--- config.mk ---
export PLATFORM = sky130hd
export DESIGN_NAME = entrada_operandos
export DESIGN_NICKNAME = d
export VERILOG_FILES = /design/src/rtl/entrada_operandos_pkg.sv /design/src/rtl/entrada_operandos_antirrebote.sv /design/src/rtl/entrada_operandos.sv
export SDC_FILE = /design/constraint.sdc
export NUM_CORES = 1
export LEC_CHECK = 0
export CORE_UTILIZATION = 55
export DETAILED_ROUTE_END_ITERATION = 8
export GPL_TIMING_DRIVEN = 0
export PLACE_DENSITY = 0.83
export SETUP_SLACK_MARGIN = 0.02
export SYNTH_ARGS = -nofsm -noshare
export SYNTH_HDL_FRONTEND = slang
export SYNTH_SLANG_ARGS = --single-unit
--- constraint.sdc ---
create_clock -name clk -period 4.4 [get_ports clk]
set_input_delay 1.1 -clock clk [delete_from_list [all_inputs] [get_ports clk]]
set_output_delay 1.1 -clock clk [all_outputs]
set_load 0.1 [all_outputs]
--- src/rtl/entrada_operandos_pkg.sv ---
// Shared types and the switch-to-operand field mapping for the operand input stage.
package entrada_pkg;

  typedef enum logic [1:0] {
    MODO_A13  = 2'b00,
    MODO_PAR6 = 2'b01,
    MODO_A14  = 2'b10,
    MODO_NULO = 2'b11
  } modo_t;

  localparam int unsigned MAX_SW = 32;

  typedef struct packed {
    logic [MAX_SW-1:0] a;
    logic [MAX_SW-1:0] b;
  } campos_t;

  function automatic logic [MAX_SW-1:0] mascara(input int unsigned n);
    logic [MAX_SW-1:0] uno;
    uno = 1;
    return (n >= MAX_SW) ? '1 : ((uno << n) - uno);
  endfunction

  // Operands are built at full MAX_SW width; the top truncates to W_OP.
  function automatic campos_t mapear_campos(
    input logic [MAX_SW-1:0] sw,
    input modo_t             modo,
    input int unsigned       w_uno,
    input int unsigned       w_par,
    input int unsigned       w_op
  );
    campos_t c;
    c = '0;
    case (modo)
      MODO_A13:  c.a = sw & mascara(w_uno);
      MODO_PAR6: begin
        c.a = sw & mascara(w_par);
        c.b = (sw >> w_par) & mascara(w_par);
      end
      MODO_A14:  c.a = sw & mascara(w_op);
      default:   c = '0;
    endcase
    return c;
  endfunction

endpackage

--- src/rtl/entrada_operandos_antirrebote.sv ---
// Load-button synchroniser and debouncer; emits a one-cycle pulse on each accepted press.
module antirrebote #(
  parameter int unsigned DEB_CYCLES = 1_000_000
) (
  input  logic i_clk,
  input  logic i_rst,
  input  logic i_btn,
  output logic o_subida
);

  localparam int unsigned W_CNT = $clog2(DEB_CYCLES + 1);

  generate
    if (DEB_CYCLES < 2) begin : g_err_deb
      $error("antirrebote: DEB_CYCLES must be >= 2");
    end
  endgenerate

  logic [1:0]       r_sinc;
  logic             r_deb;
  logic             r_deb_d;
  logic [W_CNT-1:0] r_cnt;
  logic             w_btn;

  assign w_btn = r_sinc[1];

  always_ff @(posedge i_clk or posedge i_rst) begin
    if (i_rst) begin
      r_sinc  <= '0;
      r_deb   <= 1'b0;
      r_deb_d <= 1'b0;
      r_cnt   <= '0;
    end else begin
      r_sinc  <= {r_sinc[0], i_btn};
      r_deb_d <= r_deb;
      if (w_btn == r_deb) begin
        r_cnt <= '0;
      end else if (r_cnt == W_CNT'(DEB_CYCLES - 1)) begin
        // The increment that would reach DEB_CYCLES is the toggle edge itself.
        r_deb <= ~r_deb;
        r_cnt <= '0;
      end else begin
        r_cnt <= r_cnt + 1'b1;
      end
    end
  end

  assign o_subida = r_deb & ~r_deb_d;

endmodule

--- src/rtl/entrada_operandos.sv ---
// Synchronises switches/mode, debounces the load button and presents captured
// operands to the datapath through a valid/ready handshake.
module entrada_operandos
  import entrada_pkg::*;
#(
  parameter int unsigned N_SW       = 16,
  parameter int unsigned W_OP       = 14,
  parameter int unsigned W_UNO      = 13,
  parameter int unsigned W_PAR      = 6,
  parameter int unsigned DEB_CYCLES = 1_000_000
) (
  input  logic            clk,
  input  logic            rst,
  input  logic [N_SW-1:0] sw,
  input  logic [1:0]      modo,
  input  logic            btn_carga,
  input  logic            op_ready,
  output logic [W_OP-1:0] binA,
  output logic [W_OP-1:0] binB,
  output logic [1:0]      modo_q,
  output logic            op_valid,
  output logic            overrun,
  output logic            modo_err
);

  generate
    if (!(W_UNO <= W_OP && W_OP <= N_SW)) begin : g_err_anchos
      $error("entrada_operandos: requires W_UNO <= W_OP <= N_SW");
    end
    if (2 * W_PAR > N_SW) begin : g_err_par
      $error("entrada_operandos: requires 2*W_PAR <= N_SW");
    end
    if (W_PAR > W_OP) begin : g_err_par_op
      $error("entrada_operandos: requires W_PAR <= W_OP");
    end
    if (N_SW > MAX_SW) begin : g_err_max
      $error("entrada_operandos: N_SW exceeds MAX_SW");
    end
    if (DEB_CYCLES < 2) begin : g_err_deb
      $error("entrada_operandos: DEB_CYCLES must be >= 2");
    end
  endgenerate

  logic [N_SW-1:0]   r_sw_s1;
  logic [N_SW-1:0]   r_sw_s2;
  logic [1:0]        r_modo_s1;
  logic [1:0]        r_modo_s2;

  logic [W_OP-1:0]   r_binA;
  logic [W_OP-1:0]   r_binB;
  modo_t             r_modo_q;
  logic              r_valid;
  logic              r_overrun;
  logic              r_modo_err;

  logic              w_carga;
  logic              w_xfer;
  modo_t             w_modo;
  logic [MAX_SW-1:0] w_sw_ext;
  campos_t           w_campos;
  logic [W_OP-1:0]   w_a;
  logic [W_OP-1:0]   w_b;

  antirrebote #(
    .DEB_CYCLES(DEB_CYCLES)
  ) u_antirrebote (
    .i_clk   (clk),
    .i_rst   (rst),
    .i_btn   (btn_carga),
    .o_subida(w_carga)
  );

  always_ff @(posedge clk or posedge rst) begin
    if (rst) begin
      r_sw_s1   <= '0;
      r_sw_s2   <= '0;
      r_modo_s1 <= '0;
      r_modo_s2 <= '0;
    end else begin
      r_sw_s1   <= sw;
      r_sw_s2   <= r_sw_s1;
      r_modo_s1 <= modo;
      r_modo_s2 <= r_modo_s1;
    end
  end

  always_comb begin
    w_modo   = modo_t'(r_modo_s2);
    w_sw_ext = MAX_SW'(r_sw_s2);
    w_campos = mapear_campos(w_sw_ext, w_modo, W_UNO, W_PAR, W_OP);
    w_a      = W_OP'(w_campos.a);
    w_b      = W_OP'(w_campos.b);
  end

  assign w_xfer = r_valid & op_ready;

  always_ff @(posedge clk or posedge rst) begin
    if (rst) begin
      r_binA     <= '0;
      r_binB     <= '0;
      r_modo_q   <= MODO_A13;
      r_valid    <= 1'b0;
      r_overrun  <= 1'b0;
      r_modo_err <= 1'b0;
    end else begin
      r_overrun  <= 1'b0;
      r_modo_err <= 1'b0;
      if (w_xfer) begin
        r_valid <= 1'b0;
      end
      // A load in the same cycle as a transfer overrides the clear above.
      if (w_carga) begin
        if (w_modo == MODO_NULO) begin
          r_modo_err <= 1'b1;
        end else if (r_valid && !w_xfer) begin
          r_overrun <= 1'b1;
        end else begin
          r_binA   <= w_a;
          r_binB   <= w_b;
          r_modo_q <= w_modo;
          r_valid  <= 1'b1;
        end
      end
    end
  end

  assign binA     = r_binA;
  assign binB     = r_binB;
  assign modo_q   = r_modo_q;
  assign op_valid = r_valid;
  assign overrun  = r_overrun;
  assign modo_err = r_modo_err;

endmodule
==> metrics <==
status=complete, no violations; Arr. time, crit path=1.86 ns; Crit path depth=1; nets=327; Yosys top cell area share=68.4%; Avg Cell Area, Syn=12.3 sq um; max incr delay on CP=1.14 ns; Die Span X=75.4 um; Ys Warns=0; core area=5140 sq um; cells along the critical path=clkdlybuf4s50_1; Via density=5.11; family with the most delay on the worst path=buffers and inverters; CP max-delay cell=clkdlybuf4s50_1; wire length per cell=14.0 um; Syn-to-layout area delta=27.1%; WL final=5290 um; Worst Setup End Kind=primary output; leading area contributor after synthesis=dfrtp_1; count of pins over their slew limit=0; cell area after synthesis=2960 sq um; worst setup path class=reg2out; PwrDens=379 nW/um^2; CP Max Fanout=2; Layout Cells excl Fill=379; setup_tns=0 ns; CTS buffer count=9; Max VDD drop=0.241 mV; post-synthesis sequential area ratio=68.4%; largest net degree at the start of global routing=58; DRT iter0 DRCs=82; Cells after Synth=241; top post-synthesis cells by area=dfrtp_1 (68%), nand2_1 (3.8%), mux2_2 (3.4%); placed inst area=3550 sq um; r2r endpoint=u_antirrebote.r_cnt[18]$_DFF_PP0_; final hold violations=0; Worst-Skew Late Latency=0.34 ns; hold_buf cts=0; WP buf/inv=1; Final setup viols=0; initial antenna violation count=0; Fill cells=348; clock root buffer=clkbuf_8; path type of the worst min-delay path=reg2reg; CP Launch Point=modo_q[1]$_DFFE_PP0P_; antenna cells=0; Worst Clk Skew=0.0103 ns; IO Pins=55; placer congestion estimate=0.817; Clock Pin Slew Worst Setup and Hold Paths=0.08 ns; initial core utilization=57.7%; Initial DRT Pass Iterations=4; clk sinks=81; Max Clk Rate=338 MHz; residual DRC count=0; Cell Rows=26; slew margin rel.=34.3%; first-pass GRT wire length=8270 um; vias in the first global route=1845; die height=75.4 um; Final ANT Viol Nets=0; fin crit share=67.2%; # resized after CTS=0; Reg2Reg Setup Slack=2.30 ns; CTS tree=built; port bufs=44; LEAKAGE=1.64 nW; GRT Total Usage=20.5%; critical path endpoint=modo_q[1]; Distinct cells, synth=30; Post-CTS Setup Bufs=0; Bufs on Longest Clock Path=2; max-cap viol count=0; worst-case reg-to-reg path depth=6; GRT Residual Overflow=0; min Tclk post-route=2.96 ns; reg2reg start=u_antirrebote.r_cnt[0]$_DFF_PP0_; H-tree depth=3; die area=5690 sq um; Critical Path RT=3.30 ns; worst-margin pin slew=0.983 ns; RSZ-0062 raised after global routing=false; placed cells=363; post-synthesis sequential element count=81; post-route cell area=3770 sq um; vias post-DR=1936; hpwl dp=3510 um; share of cells above drive strength 1=13.3%; crit start category=flop
[placed cells by master, fill, tap and decap left out, types with 2 or more instances in the layout]
cell type,Yosys,layout
xnor2_1,10,10
or3_2,4,4
nand4_1,6,6
o21ai_0,18,18
a21oi_1,6,6
clkbuf_1,6,7
inv_1,4,3
nor2_1,18,18
clkinv_4,0,2
nand2_1,30,30
or4_1,2,2
nor4_1,4,4
mux2_2,9,9
conb_1,1,8
or3_1,2,2
xor2_1,3,3
clkdlybuf4s50_1,0,44
and3_1,2,2
nand3_1,4,4
nand2b_1,8,8
clkbuf_8,0,9
dfrtp_1,81,81
nor3_1,3,3
bufinv_16,0,2
nand4b_1,2,2
buf_4,8,8
o31ai_1,3,3
[Yosys cell counts (all sizes together)]
cell and number:
a21oi 6, and3 2, buf 9, clkbuf 6
conb 1, dfrtp 81, ha 1, inv 4
mux2 9, nand2 30, nand2b 8, nand3 5
nand3b 1, nand4 6, nand4b 2, nor2 18
nor2b 1, nor3 3, nor3b 1, nor4 4
o21ai 18, o31ai 3, or2 1, or3 6
or4 2, xnor2 10, xor2 3
[cells by family (layout without fill, tap and decap cells)]
logic type | after synthesis | after routing | share of synthesized area, %
and+or+nand+nor | 90 | 90 | 15.5
DFF | 81 | 81 | 68.4
AOI/OAI and AO/OA | 27 | 27 | 4.81
buffers and inverters | 19 | 80 | 3.46
xor gates and xnor gates | 13 | 13 | 3.84
muxes | 9 | 9 | 3.42
adders and majority gates | 1 | 1 | 0.422
other | 1 | 8 | 0.127
[how the worst min path moves through the flow]
| stage | slack [ns] | start | cells after the start | endpoint |
|---|---|---|---|---|
| detailed placement | 0.33 | r_sw_s1[6]$_DFF_PP0_ | 0 | r_sw_s2[6]$_DFF_PP0_ |
| global placement | 0.33 | r_sw_s1[8]$_DFF_PP0_ | 0 | r_sw_s2[8]$_DFF_PP0_ |
| floorplan | 0.33 | r_modo_s1[0]$_DFF_PP0_ | 0 | r_modo_s2[0]$_DFF_PP0_ |
| finish | 0.34 | r_sw_s1[6]$_DFF_PP0_ | 0 | r_sw_s2[6]$_DFF_PP0_ |
| CTS | 0.34 | r_sw_s1[6]$_DFF_PP0_ | 0 | r_sw_s2[6]$_DFF_PP0_ |
| global route | 0.36 | r_sw_s1[1]$_DFF_PP0_ | 0 | r_sw_s2[1]$_DFF_PP0_ |
[registers in the layout (all words and copies together) (netlist names)]
| register | cells |
|---|---|
| binA | 14 |
| binB | 6 |
| modo_err | 1 |
| modo_q | 2 |
| op_valid | 1 |
| overrun | 1 |
| r_modo_s1 | 2 |
| r_modo_s2 | 2 |
| r_sw_s1 | 14 |
| r_sw_s2 | 14 |
| u_antirrebote.r_cnt | 20 |
| u_antirrebote.r_deb | 1 |
| u_antirrebote.r_deb_d | 1 |
| u_antirrebote.r_sinc | 2 |
[routing by layer]
layer / global-route usage, % / wire, um / vias up
li1: - / - / 926
met1: 23.8 / 2230 / 947
met2: 35.0 / 2760 / 53
met3: 6.08 / 207 / 10
met4: 9.67 / 92 / 0
met5: 0 / 0 / -
[power breakdown]
| part | internal [W] | switching, W |
|---|---|---|
| combinational | 0.0000279 | 0.0000561 |
| clock | 0.000323 | 0.000251 |
| sequential | 0.000762 | 0.00000898 |
[metrics by stage]
stage | utilization, % | worst slack, ns | hold WS (ns) | total power (W)
2_1_floorplan | - | 1.22 | 0.331 | 0.000840
3_3_place_gp | 68.5 | 0.155 | 0.332 | 0.000864
3_5_place_dp | 69.0 | 1.44 | 0.335 | 0.000870
4_1_cts | 73.3 | 1.42 | 0.343 | 0.00144
5_1_grt | 73.3 | 1.39 | 0.358 | 0.00148
6_report | 73.3 | 1.44 | 0.337 | 0.00143
[layout make-up]
class	count	area [sq um]	share of cell area, %
sequential	81	2030	53.8
multi-input combinational	148	861	22.8
timing repair buffer	45	468	12.4
clock buffer	10	128	3.39
clock inverter	6	91.3	2.42
buffer	15	87.6	2.32
tap	70	87.6	2.32
inverter	4	17.5	0.465
Note: power is estimated with default switching activity, not from simulation.
==> RTL edit 1, RTL diff (config.mk and constraints unchanged) <==
`DEB_CYCLES` is set to 1_000_000 in 2 places; all go to 2_000_000.
--- a/src/rtl/entrada_operandos_antirrebote.sv
+++ b/src/rtl/entrada_operandos_antirrebote.sv
@@ -1,5 +1,5 @@
 // Load-button synchroniser and debouncer; emits a one-cycle pulse on each accepted press.
 module antirrebote #(
-  parameter int unsigned DEB_CYCLES = 1_000_000
+  parameter int unsigned DEB_CYCLES = 2_000_000
 ) (
   input  logic i_clk,
--- a/src/rtl/entrada_operandos.sv
+++ b/src/rtl/entrada_operandos.sv
@@ -8,5 +8,5 @@
   parameter int unsigned W_UNO      = 13,
   parameter int unsigned W_PAR      = 6,
-  parameter int unsigned DEB_CYCLES = 1_000_000
+  parameter int unsigned DEB_CYCLES = 2_000_000
 ) (
   input  logic            clk,
Behaviour: no difference found for any inputs over 10 cycles, from zero or initial values and one cycle with rst high; that may be too few to reach the edited logic, so the function may still have changed.
==> RTL edit 1 against the original RTL <==
- routed wire length down 0.68%
- area after synthesis increased by 2.2%
- utilization hardly changed
- largest cell class unchanged
- count of clock-buffer cells in the layout fell by 1
- setup slack got worse by 4.5 ps
- final area is 1.3% higher
- total power down 1.7%
- sequential cell count is 1 higher
==> RTL edit 1: results (changes against the original RTL) <==
INFO  metric status = finished, final reports clean
INFO  metric drt_iter0_markers = 131 (+60%)
INFO  metric sequential_to_total_area_share_from_yosys_stat = 67.7% (-0.67 points)
INFO  metric globalplace.congestion = 0.868 (+6.2%)
INFO  metric finish.net_count = 334 (+2.1%)
INFO  metric relSlewSlack = 34.5% (+0.22 points)
INFO  metric place.port_buffers = 44 (unchanged)
INFO  metric power.ir.vdd_worst = 0.289 mV (+20%)
INFO  metric detailed_place.area = 3610 um^2 (+1.9%)
INFO  metric grt_usage = 20.1% (-0.40 points)
INFO  metric synthTopCellsByArea = sky130_fd_sc_hd__dfrtp_1 68%, sky130_fd_sc_hd__nand2_1 4.0%, sky130_fd_sc_hd__mux2_2 3.3%
INFO  metric first_pass_grt_wire_length = 8.99 mm (+8.7%)
INFO  metric static_leakage = 1.66 nW (+0.91%)
INFO  metric largest_reg_flops = 21 (+5.0%)
INFO  metric ys_top_cells_by_count = 82 x sky130_fd_sc_hd__dfrtp_1, 32 x sky130_fd_sc_hd__nand2_1, 19 x sky130_fd_sc_hd__o21ai_0, 17 x sky130_fd_sc_hd__nor2_1, 10 x sky130_fd_sc_hd__buf_4
INFO  metric layout_cells_sized_above_1 = 13.3% (+0.023 points)
INFO  metric number_of_global_route_vias_before_repair = 1914 (+3.7%)
INFO  metric slowest_delay = 1140 ps (about the same)
INFO  metric grt_max_degree = 69 (+19%)
INFO  metric finalWirelength = 5.26 mm (-0.68%)
INFO  metric dp_slack = 1440 ps (+2.69 ps)
INFO  metric drt-vias-per-instance = 5.20 (+1.8%)
INFO  metric worst_path_max_delay_cell = sky130_fd_sc_hd__clkdlybuf4s50_1
INFO  metric clockBufferDepth = 2 (unchanged)
INFO  metric min_path_type = register to register
INFO  metric fin_skew = 11.8 ps (+1.47 ps)
INFO  metric synth_cell_types = 33 (+10%)
INFO  metric place.detailed.hpwl = 3.54 mm (+0.77%)
-- RTL edit 1: area by class of cell --
type	count	share of cell area, %
flip-flops and latches	82	53.8
multi-input cells	152	23.2
repair buffers	45	12.3
clock buffers	9	3.25
plain buffers	15	2.49
well taps	70	2.30
clock inverters	7	2.03
inverters	6	0.656
-- RTL edit 1: layer usage --
metal,vias up,track usage (%),wire [um]
li1,953,-,-
met5,-,0,0
met1,983,25.3,2340
met2,56,32.3,2580
met3,16,4.91,212
met4,0,10.4,122
-- RTL edit 1: worst paths after layout --
path	cells after the start	slack, ps	end	from
hold reg to reg	0	350	r_modo_s2[0]	r_modo_s1[0]
max in group asynchronous	3	2820	r_sw_s2[3]	rst
setup / recovery	1	1440	binA[9]	binA[9]
hold / removal	0	350	r_modo_s2[0]	r_modo_s1[0]
setup reg to reg	5	2210	u_antirrebote.r_cnt[16]	u_antirrebote.r_cnt[0]
min in group asynchronous	2	1010	r_sw_s1[12]	rst
-- RTL edit 1: where the power goes --
group | leakage (nW) | switching, mW | internal [mW] | total (mW)
Clock | 0.0881 | 0.275 | 0.264 | 0.540
Sequential | 1.06 | 0.00811 | 0.771 | 0.779
Combinational | 0.506 | 0.0564 | 0.0288 | 0.0852
-- RTL edit 1: through the flow --
stage / util [%] / cells / hold slack [ps] / total power, mW
4_1_cts: 73.3 / 386 / 357 / 1.42
3_5_place_dp: 69.4 / 370 / 335 / 0.880
6_report: 73.3 / 386 / 354 / 1.40
5_1_grt: 73.3 / 386 / 360 / 1.46
3_3_place_gp: 68.9 / 369 / 332 / 0.875
2_1_floorplan: - / 255 / 331 / 0.850
-- RTL edit 1: cells by family after synthesis --
family | after synthesis | synth area share [%]
XOR/XNOR | 13 | 3.76
multiplexers | 9 | 3.34
AND/OR/NAND/NOR | 92 | 15.5
buffers and inverters | 21 | 3.88
adder cells (fa/ha/maj) | 1 | 0.413
flip-flops | 82 | 67.7
other | 1 | 0.124
AO/OA/AOI/OAI | 29 | 5.24
==> RTL edit 2, RTL diff (same flow settings) <==
Without the edit above. Register the output `modo_err` once more, with the module's reset; this adds one clock of latency there. The other outputs are not delayed to match.
--- a/src/rtl/entrada_operandos.sv
+++ b/src/rtl/entrada_operandos.sv
@@ -130,5 +130,11 @@
   assign op_valid = r_valid;
   assign overrun  = r_overrun;
-  assign modo_err = r_modo_err;
+  always_ff @(posedge clk or posedge rst) begin
+    if (rst) begin
+      modo_err <= '0;
+    end else begin
+      modo_err <= r_modo_err;
+    end
+  end
 
 endmodule
Formal check against the unedited RTL: no difference found for any inputs over 10 cycles, from zero or initial values and one cycle with rst high; that may be too few to reach the edited logic, so the function may still have changed.
==> RTL edit 2 against the original RTL <==
- via count decreased by 0.52%
- clock power increased by 12%
- area after synthesis increased by 0.84%
- setup slack got worse by 31 ps
- final area increased by 1.3%
- sequential cell count increased by 1
- total power increased by 5.5%
- maximum frequency decreased by 1.0%
- die area increased by 0.82%
- routed wire length increased by 1.5%
- largest cell class unchanged
==> RTL edit 2: results (changes against the original RTL) <==
INFO  metric worst_hold_endpoint = r_sw_s2[11]
INFO  metric cp.arrival = 1890 ps (+30 ps)
INFO  metric syn_inst = 242 (+0.41%)
INFO  metric min-delay-start = r_sw_s1[11]
INFO  metric yosys.area_share.adder = 0.419% (-0.0035 points)
INFO  metric worstSetupEndpoint = modo_q[0]
INFO  metric first_pass_grt_wire_length = 8.93 mm (+7.9%)
INFO  metric met3WireLength = 173 um (-16%)
INFO  metric synth_xor_area_share = 3.81% (-0.032 points)
INFO  metric status = finished, final reports clean
INFO  metric worstMarginPinSlew = 986 ps (+2.69 ps)
INFO  metric finalWirelength = 5.37 mm (+1.5%)
INFO  metric layout_cells_sized_above_1 = 13.2% (-0.043 points)
INFO  metric fin_skew = 9.82 ps (-0.483 ps)
INFO  metric wl_met1 = 2.22 mm (-0.45%)
INFO  metric globalplace.congestion = 0.796 (-2.6%)
INFO  metric groute.layer.met3.usage = 4.37% (-1.7 points)
INFO  metric finish.net_count = 328 (+0.31%)
INFO  metric final.hold.worst_slack = 348 ps (+10.4 ps)
INFO  metric ys_top_cells_by_count = 82 x sky130_fd_sc_hd__dfrtp_1, 30 x sky130_fd_sc_hd__nand2_1, 18 x sky130_fd_sc_hd__nor2_1, 18 x sky130_fd_sc_hd__o21ai_0, 10 x sky130_fd_sc_hd__xnor2_1
INFO  metric grt_max_degree = 62 (+6.9%)
INFO  metric power.ir.vdd_worst = 0.250 mV (+3.8%)
INFO  metric grt.met1_usage = 25.1% (+1.3 points)
INFO  metric wl_met2 = 2.89 mm (+4.8%)
INFO  metric crit_start = modo_q[0]
INFO  metric static_leakage = 1.66 nW (+0.99%)
INFO  metric layout.cells.non_filler = 380 (+0.26%)
INFO  metric detailed_place.area = 3570 um^2 (+0.71%)
INFO  metric dr.pass1.iters = 5 (+1)
INFO  metric max_freq = 335 MHz (-1.0%)
INFO  metric place.detailed.hpwl = 3.63 mm (+3.5%)
INFO  metric fraction_of_synthesized_area_in_multiplexers = 3.39% (-0.029 points)
INFO  metric global_route.usage.met2 = 39.1% (+4.1 points)
INFO  metric place_inst = 364 (+0.28%)
-- RTL edit 2: changes by cell type after synthesis, sizes merged --
cell,unedited run,this run
dfrtp,81,82
-- RTL edit 2: report_power, final --
part           switching [mW]  total, mW  leakage, nW  internal [mW]
clock network           0.264      0.643        0.113          0.379
registers             0.00908      0.780         1.06          0.771
logic                  0.0564     0.0843        0.483         0.0279
total                   0.329       1.51         1.66           1.18
-- RTL edit 2: layout make-up --
class                      instances  area, um^2
buffer                            15        87.6
clock buffer                      10         128
clock inverter                     6         114
fill                             321        1360
inverter                           4        17.5
multi-input combinational        148         861
sequential                        82        2050
tap                               70        87.6
timing repair buffer              45         468
-- RTL edit 2: worst register-to-register path: cells and delay by family, from the launching register on --
family                   cells  cell delay (ps)
flip-flops                   1              420
AND/OR/NAND/NOR              3             1070
buffers and inverters        1              170
adder cells (fa/ha/maj)      1              240
AO/OA/AOI/OAI                1              150
